[src/rtl/wb_cmd_master.sv]
// -----------------------------------------------------------------------------
// wb_cmd_master
//
// Wishbone classic single-transfer initiator. Write/read commands are queued
// in a small FIFO and issued strictly in order, one outstanding transfer at a
// time. Each command produces exactly one response (read data or zero, plus a
// timeout error flag). A transfer whose strobe is held TIMEOUT_CYCLES cycles
// without an acknowledge is aborted and reported as an error.
//
// Ports:
//   i_clk, i_rst_n          clock, asynchronous active-low reset
//   i_cmd_valid/o_cmd_ready command handshake (ready = FIFO not full)
//   i_cmd_we/adr/data       command payload (data ignored for reads)
//   o_rsp_valid/i_rsp_ready response handshake
//   o_rsp_data, o_rsp_err   read data (0 for writes/errors), timeout flag
//   o_fifo_level            number of queued commands
//   o_busy                  FSM active or commands queued
//   o_err_count             saturating timeout counter
//   o_wb_*, i_wb_*          Wishbone classic initiator port
// -----------------------------------------------------------------------------
module wb_cmd_master #(
   parameter int FIFO_DEPTH     = 4,
   parameter int TIMEOUT_CYCLES = 16,
   parameter int ADR_W          = 16,
   parameter int DAT_W          = 16
) (
   input  logic                          i_clk,
   input  logic                          i_rst_n,
   input  logic                          i_cmd_valid,
   output logic                          o_cmd_ready,
   input  logic                          i_cmd_we,
   input  logic [ADR_W-1:0]              i_cmd_adr,
   input  logic [DAT_W-1:0]              i_cmd_data,
   output logic                          o_rsp_valid,
   input  logic                          i_rsp_ready,
   output logic [DAT_W-1:0]              o_rsp_data,
   output logic                          o_rsp_err,
   output logic [$clog2(FIFO_DEPTH):0]   o_fifo_level,
   output logic                          o_busy,
   output logic [7:0]                    o_err_count,
   output logic                          o_wb_cyc,
   output logic                          o_wb_stb,
   output logic                          o_wb_we,
   output logic [ADR_W-1:0]              o_wb_adr,
   output logic [DAT_W-1:0]              o_wb_data,
   input  logic                          i_wb_ack,
   input  logic [DAT_W-1:0]              i_wb_data
);

   localparam int PTR_W = $clog2(FIFO_DEPTH);
   localparam int LVL_W = PTR_W + 1;
   localparam int CMD_W = 1 + ADR_W + DAT_W;
   localparam int TMO_W = $clog2(TIMEOUT_CYCLES);

   localparam logic [LVL_W-1:0] LVL_FULL = LVL_W'(FIFO_DEPTH);
   localparam logic [TMO_W-1:0] TMO_LAST = TMO_W'(TIMEOUT_CYCLES - 1);

   localparam logic [1:0] ST_IDLE = 2'd0;
   localparam logic [1:0] ST_BUS  = 2'd1;
   localparam logic [1:0] ST_RESP = 2'd2;

   // ---------------------------------------------------------------------
   // Command FIFO
   // ---------------------------------------------------------------------
   logic [CMD_W-1:0] fifo_mem [FIFO_DEPTH];
   logic [PTR_W-1:0] wr_ptr_q, wr_ptr_d;
   logic [PTR_W-1:0] rd_ptr_q, rd_ptr_d;
   logic [LVL_W-1:0] level_q,  level_d;
   logic [CMD_W-1:0] head;
   logic             push;
   logic             pop;

   // ---------------------------------------------------------------------
   // Bus / response state
   // ---------------------------------------------------------------------
   logic [1:0]       state_q, state_d;
   logic             wb_cyc_q, wb_cyc_d;
   logic             wb_we_q, wb_we_d;
   logic [ADR_W-1:0] wb_adr_q, wb_adr_d;
   logic [DAT_W-1:0] wb_data_q, wb_data_d;
   logic [TMO_W-1:0] tmo_q, tmo_d;
   logic             rsp_valid_q, rsp_valid_d;
   logic [DAT_W-1:0] rsp_data_q, rsp_data_d;
   logic             rsp_err_q, rsp_err_d;
   logic [7:0]       err_count_q, err_count_d;

   // Ready is forced low while reset is held so nothing can be queued into
   // a FIFO that is being cleared.
   assign o_cmd_ready = i_rst_n && (level_q != LVL_FULL);
   assign push        = i_cmd_valid && o_cmd_ready;
   assign pop         = (state_q == ST_IDLE) && (level_q != '0);
   assign head        = fifo_mem[rd_ptr_q];

   // Storage carries no reset: stale entries are unreachable once the
   // pointers and level are cleared.
   always_ff @(posedge i_clk) begin
      if (push) begin
         fifo_mem[wr_ptr_q] <= {i_cmd_we, i_cmd_adr, i_cmd_data};
      end
   end

   always_comb begin
      wr_ptr_d = wr_ptr_q;
      rd_ptr_d = rd_ptr_q;
      level_d  = level_q;
      if (push) begin
         wr_ptr_d = wr_ptr_q + PTR_W'(1);
      end
      if (pop) begin
         rd_ptr_d = rd_ptr_q + PTR_W'(1);
      end
      case ({push, pop})
         2'b10:   level_d = level_q + LVL_W'(1);
         2'b01:   level_d = level_q - LVL_W'(1);
         default: level_d = level_q;
      endcase
   end

   // ---------------------------------------------------------------------
   // Transfer FSM
   // ---------------------------------------------------------------------
   always_comb begin
      state_d     = state_q;
      wb_cyc_d    = wb_cyc_q;
      wb_we_d     = wb_we_q;
      wb_adr_d    = wb_adr_q;
      wb_data_d   = wb_data_q;
      tmo_d       = tmo_q;
      rsp_valid_d = rsp_valid_q;
      rsp_data_d  = rsp_data_q;
      rsp_err_d   = rsp_err_q;
      err_count_d = err_count_q;

      case (state_q)
         ST_IDLE: begin
            if (pop) begin
               wb_cyc_d                       = 1'b1;
               {wb_we_d, wb_adr_d, wb_data_d} = head;
               tmo_d                          = '0;
               state_d                        = ST_BUS;
            end
         end

         ST_BUS: begin
            // Ack is checked first so an ack in the last allowed cycle
            // still completes the transfer normally.
            if (i_wb_ack) begin
               wb_cyc_d    = 1'b0;
               wb_we_d     = 1'b0;
               rsp_valid_d = 1'b1;
               rsp_err_d   = 1'b0;
               rsp_data_d  = wb_we_q ? '0 : i_wb_data;
               state_d     = ST_RESP;
            end else if (tmo_q == TMO_LAST) begin
               wb_cyc_d    = 1'b0;
               wb_we_d     = 1'b0;
               rsp_valid_d = 1'b1;
               rsp_err_d   = 1'b1;
               rsp_data_d  = '0;
               if (err_count_q != 8'hFF) begin
                  err_count_d = err_count_q + 8'd1;
               end
               state_d     = ST_RESP;
            end else begin
               tmo_d = tmo_q + TMO_W'(1);
            end
         end

         // Always at least one cycle here, which keeps cyc low long enough
         // for a registered slave ack to clear before the next transfer.
         ST_RESP: begin
            if (i_rsp_ready) begin
               rsp_valid_d = 1'b0;
               state_d     = ST_IDLE;
            end
         end

         default: begin
            state_d  = ST_IDLE;
            wb_cyc_d = 1'b0;
            wb_we_d  = 1'b0;
         end
      endcase
   end

   always_ff @(posedge i_clk or negedge i_rst_n) begin
      if (!i_rst_n) begin
         wr_ptr_q    <= '0;
         rd_ptr_q    <= '0;
         level_q     <= '0;
         state_q     <= ST_IDLE;
         wb_cyc_q    <= 1'b0;
         wb_we_q     <= 1'b0;
         wb_adr_q    <= '0;
         wb_data_q   <= '0;
         tmo_q       <= '0;
         rsp_valid_q <= 1'b0;
         rsp_data_q  <= '0;
         rsp_err_q   <= 1'b0;
         err_count_q <= '0;
      end else begin
         wr_ptr_q    <= wr_ptr_d;
         rd_ptr_q    <= rd_ptr_d;
         level_q     <= level_d;
         state_q     <= state_d;
         wb_cyc_q    <= wb_cyc_d;
         wb_we_q     <= wb_we_d;
         wb_adr_q    <= wb_adr_d;
         wb_data_q   <= wb_data_d;
         tmo_q       <= tmo_d;
         rsp_valid_q <= rsp_valid_d;
         rsp_data_q  <= rsp_data_d;
         rsp_err_q   <= rsp_err_d;
         err_count_q <= err_count_d;
      end
   end

   assign o_wb_cyc     = wb_cyc_q;
   assign o_wb_stb     = wb_cyc_q;
   assign o_wb_we      = wb_we_q;
   assign o_wb_adr     = wb_adr_q;
   assign o_wb_data    = wb_data_q;
   assign o_rsp_valid  = rsp_valid_q;
   assign o_rsp_data   = rsp_data_q;
   assign o_rsp_err    = rsp_err_q;
   assign o_err_count  = err_count_q;
   assign o_fifo_level = level_q;
   assign o_busy       = (state_q != ST_IDLE) || (level_q != '0);

endmodule

[config.mk]
export PLATFORM = sky130hd
export DESIGN_NAME = wb_cmd_master
export DESIGN_NICKNAME = d
export VERILOG_FILES = /design/src/rtl/wb_cmd_master.sv
export SDC_FILE = /design/constraint.sdc
export NUM_CORES = 1
export LEC_CHECK = 0
export BUFFER_PORTS_ARGS = -buffer_cell sky130_fd_sc_hd__buf_2
export CAP_MARGIN = 20
export CORE_ASPECT_RATIO = 0.5
export CORE_MARGIN = 2
export CORE_UTILIZATION = 45
export DETAILED_ROUTE_END_ITERATION = 10
export PLACE_DENSITY = 0.71
export SLEW_MARGIN = 40
export SYNTH_ARGS = -nofsm -noshare
export SYNTH_HDL_FRONTEND = slang
export SYNTH_SLANG_ARGS = --single-unit
[constraint.sdc]
create_clock -name i_clk -period 4.1 [get_ports i_clk]
set_input_delay 0.41 -clock i_clk [delete_from_list [all_inputs] [get_ports i_clk]]
set_output_delay 0.41 -clock i_clk [all_outputs]
set_load 0.02 [all_outputs]
## Yosys cells after proc, flatten, opt, wreduce, memory -nomap -nowiden

Memories as Yosys holds them, arrays and structs flattened.
Index checks and enable logic that the tools add are counted.

| word-level totals | value |
|---|---|
| bits in registers | 73 |
| RAM bits | 132 |
| input bits | 54 |
| output and inout bits | 66 |
| logic and storage cells | 78 |
| memories kept | 1 |

| cells by class | value |
|---|---|
| $add $sub $neg | 6 |
| equality and inequality tests | 12 |
| mux-type cells | 26 |
| bitwise logic cells | 2 |
| reductions and logical operators | 18 |

Memories:

| memory | words | bits a word | read ports | clocked after Yosys merged registers in | write ports | RTL line | text |
|---|---|---|---|---|---|---|---|
| fifo_mem | 4 | 33 | 1 | 0 | 1 | 65 | `logic [CMD_W-1:0] fifo_mem [FIFO_DEPTH];` |

Operators by type and width:

| operator | number |
|---|---|
| $mux 16 | 3 |
| $mux 4 | 3 |
| $mux 1 | 10 |
| $reduce_bool 2->1 | 5 |
| $reduce_and 3->1 | 3 |
| $add 8x1->8 const B | 1 |
| $mux 2 | 4 |
| $ne 2x2->1 const B | 4 |
| $ne 8x8->1 const B | 1 |
| $pmux 4 s2 | 1 |
| $reduce_and 4->1 | 2 |
| $ne 3x3->1 const B | 2 |
| $pmux 1 s3 | 2 |
| $pmux 2 s3 | 1 |
| $pmux 3 s2 | 1 |
| $add 2x1->2 const B | 2 |
| $add 4x1->4 const B | 1 |
| $eq 2x1->1 const B | 2 |
| $eq 2x2->1 const B | 2 |
| $eq 4x4->1 const B | 1 |
| $reduce_and 2->1 | 2 |
| $add 3x1->3 const B | 1 |
| $logic_and 1x1->1 | 3 |
| $reduce_bool 3->1 | 1 |
| 5 further kinds | 6 |

## Depth between registers and ports, before layout

| depth | value |
|---|---|
| depth in word-level cells | 5 |
| mapped depth | 11 |

## Worst setup path before layout

Ideal clock, no wire load.

| timing path | value |
|---|---|
| kind | flip-flop to flip-flop |
| start | register level_q[0], in the netlist o_fifo_level[0] |
| end | memory fifo_mem[0][0] (netlist bit), enable pin |
| setup time | 0.393 ns |
| data arrival time | 2.133 ns |
| data required time | 3.707 ns |
| setup slack | 1.574 ns |
| stages on the path, launching flop included | 4 |
| buffers on the path | 0 |
| path through | dfrtp_1 -> inv_1 -> a31oi_1 -> and3_1 |

| on the way | value |
|---|---|
| cells in the longest elaborated chain, start to end | 5 |

RTL lines:

| element | RTL line | text |
|---|---|---|
| start: declaration | 68 | `logic [LVL_W-1:0] level_q, level_d;` |
| start signal: assignment | 204 | `level_q <= level_d;` |
| $ne 3x3->1 | 89 | `assign o_cmd_ready = i_rst_n && (level_q != LVL_FULL);` |
| $logic_and 1x1->1 | 89 |  |
| named net o_cmd_ready | 30 | `output logic o_cmd_ready,` |
| $logic_and 1x1->1 | 90 | `assign push = i_cmd_valid && o_cmd_ready;` |
| $mux 1 | 97 | `if (push) begin` |
| $mux 1 (implied by the code) | 98 | `fifo_mem[wr_ptr_q] <= {i_cmd_we, i_cmd_adr, i_cmd_data};` |
| end: declaration | 65 |  |

The timed path passes the listed nets, and every way through them passes these cells.

## Worst setup path after layout

| timing path | value |
|---|---|
| start | register state_q[1] |
| end | register level_q[2], in the netlist o_fifo_level[2] |

| on the way | value |
|---|---|
| cells in the longest elaborated chain, start to end | 4 |

RTL lines:

| element | RTL line | text |
|---|---|---|
| start: declaration | 76 | `logic [1:0] state_q, state_d;` |
| start signal: assignment | 205 | `state_q <= state_d;` |
| $logic_not 2->1 * | 91 | `assign pop = (state_q == ST_IDLE) && (level_q != '0);` |
| $logic_and 1x1->1 * | 91 |  |
| $eq 2x1->1 / $eq 2x2->1 (equally long branches) | 112 | `case ({push, pop})` |
| $pmux 3 s2 / $reduce_bool 2->1 (equally long branches) | n/a |  |

Every way passes the cells marked *; elsewhere a longest branch is shown, timed or not.
A chain may end at the register's enable or synchronous reset.

==> implementation parameters <==
Parameter                              Value

Floorplanning
  Starting Density    0.455
  DIE AREA    0.0186 mm2
  Row cnt    34
  Overall die height    97.4 um
  Count of boundary I/O pins    120
  Area of the placeable core    0.0172 mm2
  DIE WIDTH    191 um

Synth
  Gate Count Post-Synth    470
  Commonest cells in the netlist    sky130_fd_sc_hd__edfxtp_1 (132), sky130_fd_sc_hd__nand2_1 (108), sky130_fd_sc_hd__dfrtp_1 (73), sky130_fd_sc_hd__mux4_2 (33), sky130_fd_sc_hd__a22o_1 (17)
  Number of flops mapped to enable cells by yosys    132
  Dominant cells by area after synthesis    sky130_fd_sc_hd__edfxtp_1 (51%), sky130_fd_sc_hd__dfrtp_1 (23%), sky130_fd_sc_hd__mux4_2 (9.5%)
  Seq cells post-synth    205
  Largest area contributor in the synthesized netlist    sky130_fd_sc_hd__edfxtp_1
  Area share of the largest cell type after synthesis    0.505
  Net Count, Synth    532
  Most instantiated library cell after synthesis    sky130_fd_sc_hd__edfxtp_1
  Number of different library cells in the post-synthesis netlist    39
  Fraction of synthesis flops using an asynchronous set or reset pin    0.356
  Count of synthesis-stage warnings from yosys    0
  Post-Synthesis Mean Instance Area    16.7 um2
  Sequential-to-total area share from yosys stat    0.738
  Flip-flop cell with the highest count after synthesis    sky130_fd_sc_hd__edfxtp_1
  Netlist Area Pre-Place    0.00785 mm2

Power
  Fraction of power spent switching nets    0.331
  Switching component of the power    2.26 mW
  Largest vdd supply drop    0.000315 V
  Sequential Power Share    0.436
  Share of power burned in the clock network    0.267
  Power density normalized to cell area    730 mW/mm2
  Internal power contribution    4.57 mW
  Portion of total power attributed to combinational logic    0.296
  Leakage dissipation    3.83 nW

STA
  Worst Skew    0.0150 ns
  Highest Clock Rate    356 MHz
  Sum of negative setup slack    0 ns
  Clock period minus worst slack    2.81 ns
  Number of hold-slack violations in the final timing report    0
  Final-report max-slew violation count    0
  Unrepaired setup endpoints after global routing    false
  Portion of the clock cycle consumed by the worst path in the final layout    0.684
  Max transition margin    0.519
  Setup-failing EPs final    0
  Worst Max-Slew Pin Slew    0.720 ns
  Final WS setup    1.29 ns

Worst setup path
  Nature of the critical path endpoint    register
  Element type at the critical path start    register
  Arrival time of data at the critical path endpoint    3.22 ns
  Worst setup path category    reg2reg
  Maximum fanout encountered on the critical timing path    37
  Path depth of the worst reg2reg path    10
  Required time reported for the critical path endpoint    4.51 ns

Place
  DP Area    0.00866 mm2
  Port Buffers    119
  Setup WS pre-CTS    1.28 ns
  Total instance count after detailed placement    807
  Final estimated routing congestion in global placement    0.782
  Final HPWL DP    8.92 mm

Global route
  Remaining global-route overflow    0
  Pin count of the biggest net entering global routing    51
  Total routing resource utilization after global routing    0.157
  Via count of the first global-routing pass    4,246
  Antenna violations before repair    0
  First-pass GRT wire length    22.7 mm

Final layout
  Final Non-Filler Cells    844
  Sequential cell area    0.00580 mm2
  Post-layout net count    658
  Layout-stage area growth over the synthesis result    19.2%
  Share of layout cells above drive strength 1    0.333
  Diodes inserted    0
  Fill cell total of the finished layout    1,377
  Share of the core filled with cells in the final layout    0.543
  Final cell area excluding filler cells    0.00935 mm2
  Multi-input gate area in the final layout    0.00193 mm2

Route
  Number of routed nets with antenna violations    0
  Drt total wl    14.4 mm
  Number of vias per cell    5.02
  Starting DRT DRC Count    179
  First drt pass iteration count    4
  DRC    0
  Routed wirelength normalized by instance count    17.1 um
  DR vias    4,235

Worst hold path
  Type of the worst min-delay path    in2reg
  Worst hold stages    1

Flow run
  Max-cap viol count    0

Clock tree
  Skew-Pair Late Insertion Delay    0.49 ns
  Clock Root Buffer    sky130_fd_sc_hd__clkbuf_16
  Cells resized by post-CTS repair    0
  Clock tree from TritonCTS    built
  Clk buf depth    3
  Number of CTS-inserted buffers    20
  Clock-pin slew reported for the worst setup and hold paths after clock tree synthesis    0.06 ns
  Deepest level of the CTS H-tree    1
  Sinks on the clock net    205

Run status
  Outcome    complete, no violations
layout by cell type (no fill, tap or decap), types with 3 or more instances in the layout:
| master | instances |
|---|---|
| sky130_fd_sc_hd__edfxtp_1 | 132 |
| sky130_fd_sc_hd__buf_2 | 118 |
| sky130_fd_sc_hd__nand2_1 | 108 |
| sky130_fd_sc_hd__dfrtp_1 | 71 |
| sky130_fd_sc_hd__mux4_2 | 33 |
| sky130_fd_sc_hd__clkbuf_16 | 20 |
| sky130_fd_sc_hd__a22o_1 | 17 |
| sky130_fd_sc_hd__nor2_1 | 11 |
| sky130_fd_sc_hd__inv_1 | 9 |
| sky130_fd_sc_hd__xor2_1 | 8 |
| sky130_fd_sc_hd__ha_1 | 7 |
| sky130_fd_sc_hd__nand3_1 | 6 |
| sky130_fd_sc_hd__and3_4 | 4 |
| sky130_fd_sc_hd__xnor2_1 | 4 |
| sky130_fd_sc_hd__o21ai_0 | 4 |
| sky130_fd_sc_hd__clkinv_1 | 4 |
| sky130_fd_sc_hd__buf_4 | 4 |
| sky130_fd_sc_hd__a31oi_1 | 3 |
| sky130_fd_sc_hd__mux2i_1 | 3 |
| sky130_fd_sc_hd__and3_1 | 3 |
| sky130_fd_sc_hd__a21oi_1 | 3 |
| sky130_fd_sc_hd__clkbuf_1 | 3 |
final cells by class:
type | instances | share of cell area
clock inverters | 11 | 0.0138
inverters | 10 | 0.00401
flip-flops and latches | 205 | 0.620
multi-input cells | 236 | 0.206
repair buffers | 123 | 0.0674
clock buffers | 25 | 0.0577
well taps | 234 | 0.0313
path summary, 6_finish.rpt:
path                                from              end  slack, ns
max in group asynchronous        i_rst_n   o_rsp_data[14]       2.75
setup / recovery              state_q[1]  o_fifo_level[2]       1.29
setup reg to reg              state_q[1]  o_fifo_level[2]       1.29
min in group asynchronous        i_rst_n     o_wb_data[9]       0.38
hold reg to reg              o_wb_adr[8]      o_wb_adr[8]       0.47
hold / removal             i_cmd_data[0]   fifo_mem[2][0]       0.13
worst max-delay path: stages (launching register included):
cell	delay, ns
sky130_fd_sc_hd__dfrtp_1	0.45
sky130_fd_sc_hd__nor2_1	0.20
sky130_fd_sc_hd__nand2b_2	0.07
sky130_fd_sc_hd__buf_4	0.26
sky130_fd_sc_hd__inv_2	0.59
sky130_fd_sc_hd__ha_1	0.31
sky130_fd_sc_hd__inv_1	0.07
sky130_fd_sc_hd__fa_1	0.37
sky130_fd_sc_hd__xor2_1	0.15
sky130_fd_sc_hd__nor2_1	0.12
sky130_fd_sc_hd__xor2_1	0.14
per-layer routing:
layer  part of all wire  wire length (um)  vias up  GRT usage
met4              0.013               187        0     0.0322
met2               0.47              6810      106      0.254
li1                   -                 -     1996          -
met3              0.048               691       21     0.0318
met1               0.47              6750     2112      0.223
met5                  0                 0        -          0
power by group through the flow:
stage | sequential [mW] | clock (mW) | combinational (mW)
final | 2.98 | 1.82 | 2.02
after global routing | 3.04 | 1.96 | 2.23
after floorplan | 3.19 | 0 | 1.28
after detailed placement | 3.03 | 0 | 2.05
after CTS | 2.98 | 1.87 | 2.06
after global placement | 3.00 | 0 | 2.01
state kept, by name (all words and copies together), names as in the netlist, 2 cells and up:
signal and flops:
fifo_mem 132, o_rsp_data 16, o_wb_adr 16, o_wb_data 16, o_err_count 8, tmo_q 4, o_fifo_level 3, rd_ptr_q 2
state_q 2, wr_ptr_q 2
stage by stage:
step	hold WS, ns	total power, mW
floorplan	0.114	4.46
global placement	0.347	5.01
detailed placement	0.356	5.07
CTS	0.120	6.91
global route	0.122	7.22
finish	0.134	6.82
logic make-up (layout without fill, tap and decap cells):
logic type,after synthesis,count (layout),share of synthesized area
flops,205,205,0.738
simple gates,147,147,0.0823
mux,39,39,0.103
compound gates,30,30,0.0306
buf+inv,29,169,0.0190
xor+xnor,12,12,0.0134
fa+ha+maj,8,8,0.0137
timing repair:
item | CTS | global route
hold buffers | 1 | 0
buffers inserted | 0 | 0
endpoints found under the hold margin | 23 | 0
setup endpoints to repair | 0 | 0
Power figures use the tool's default switching activity.
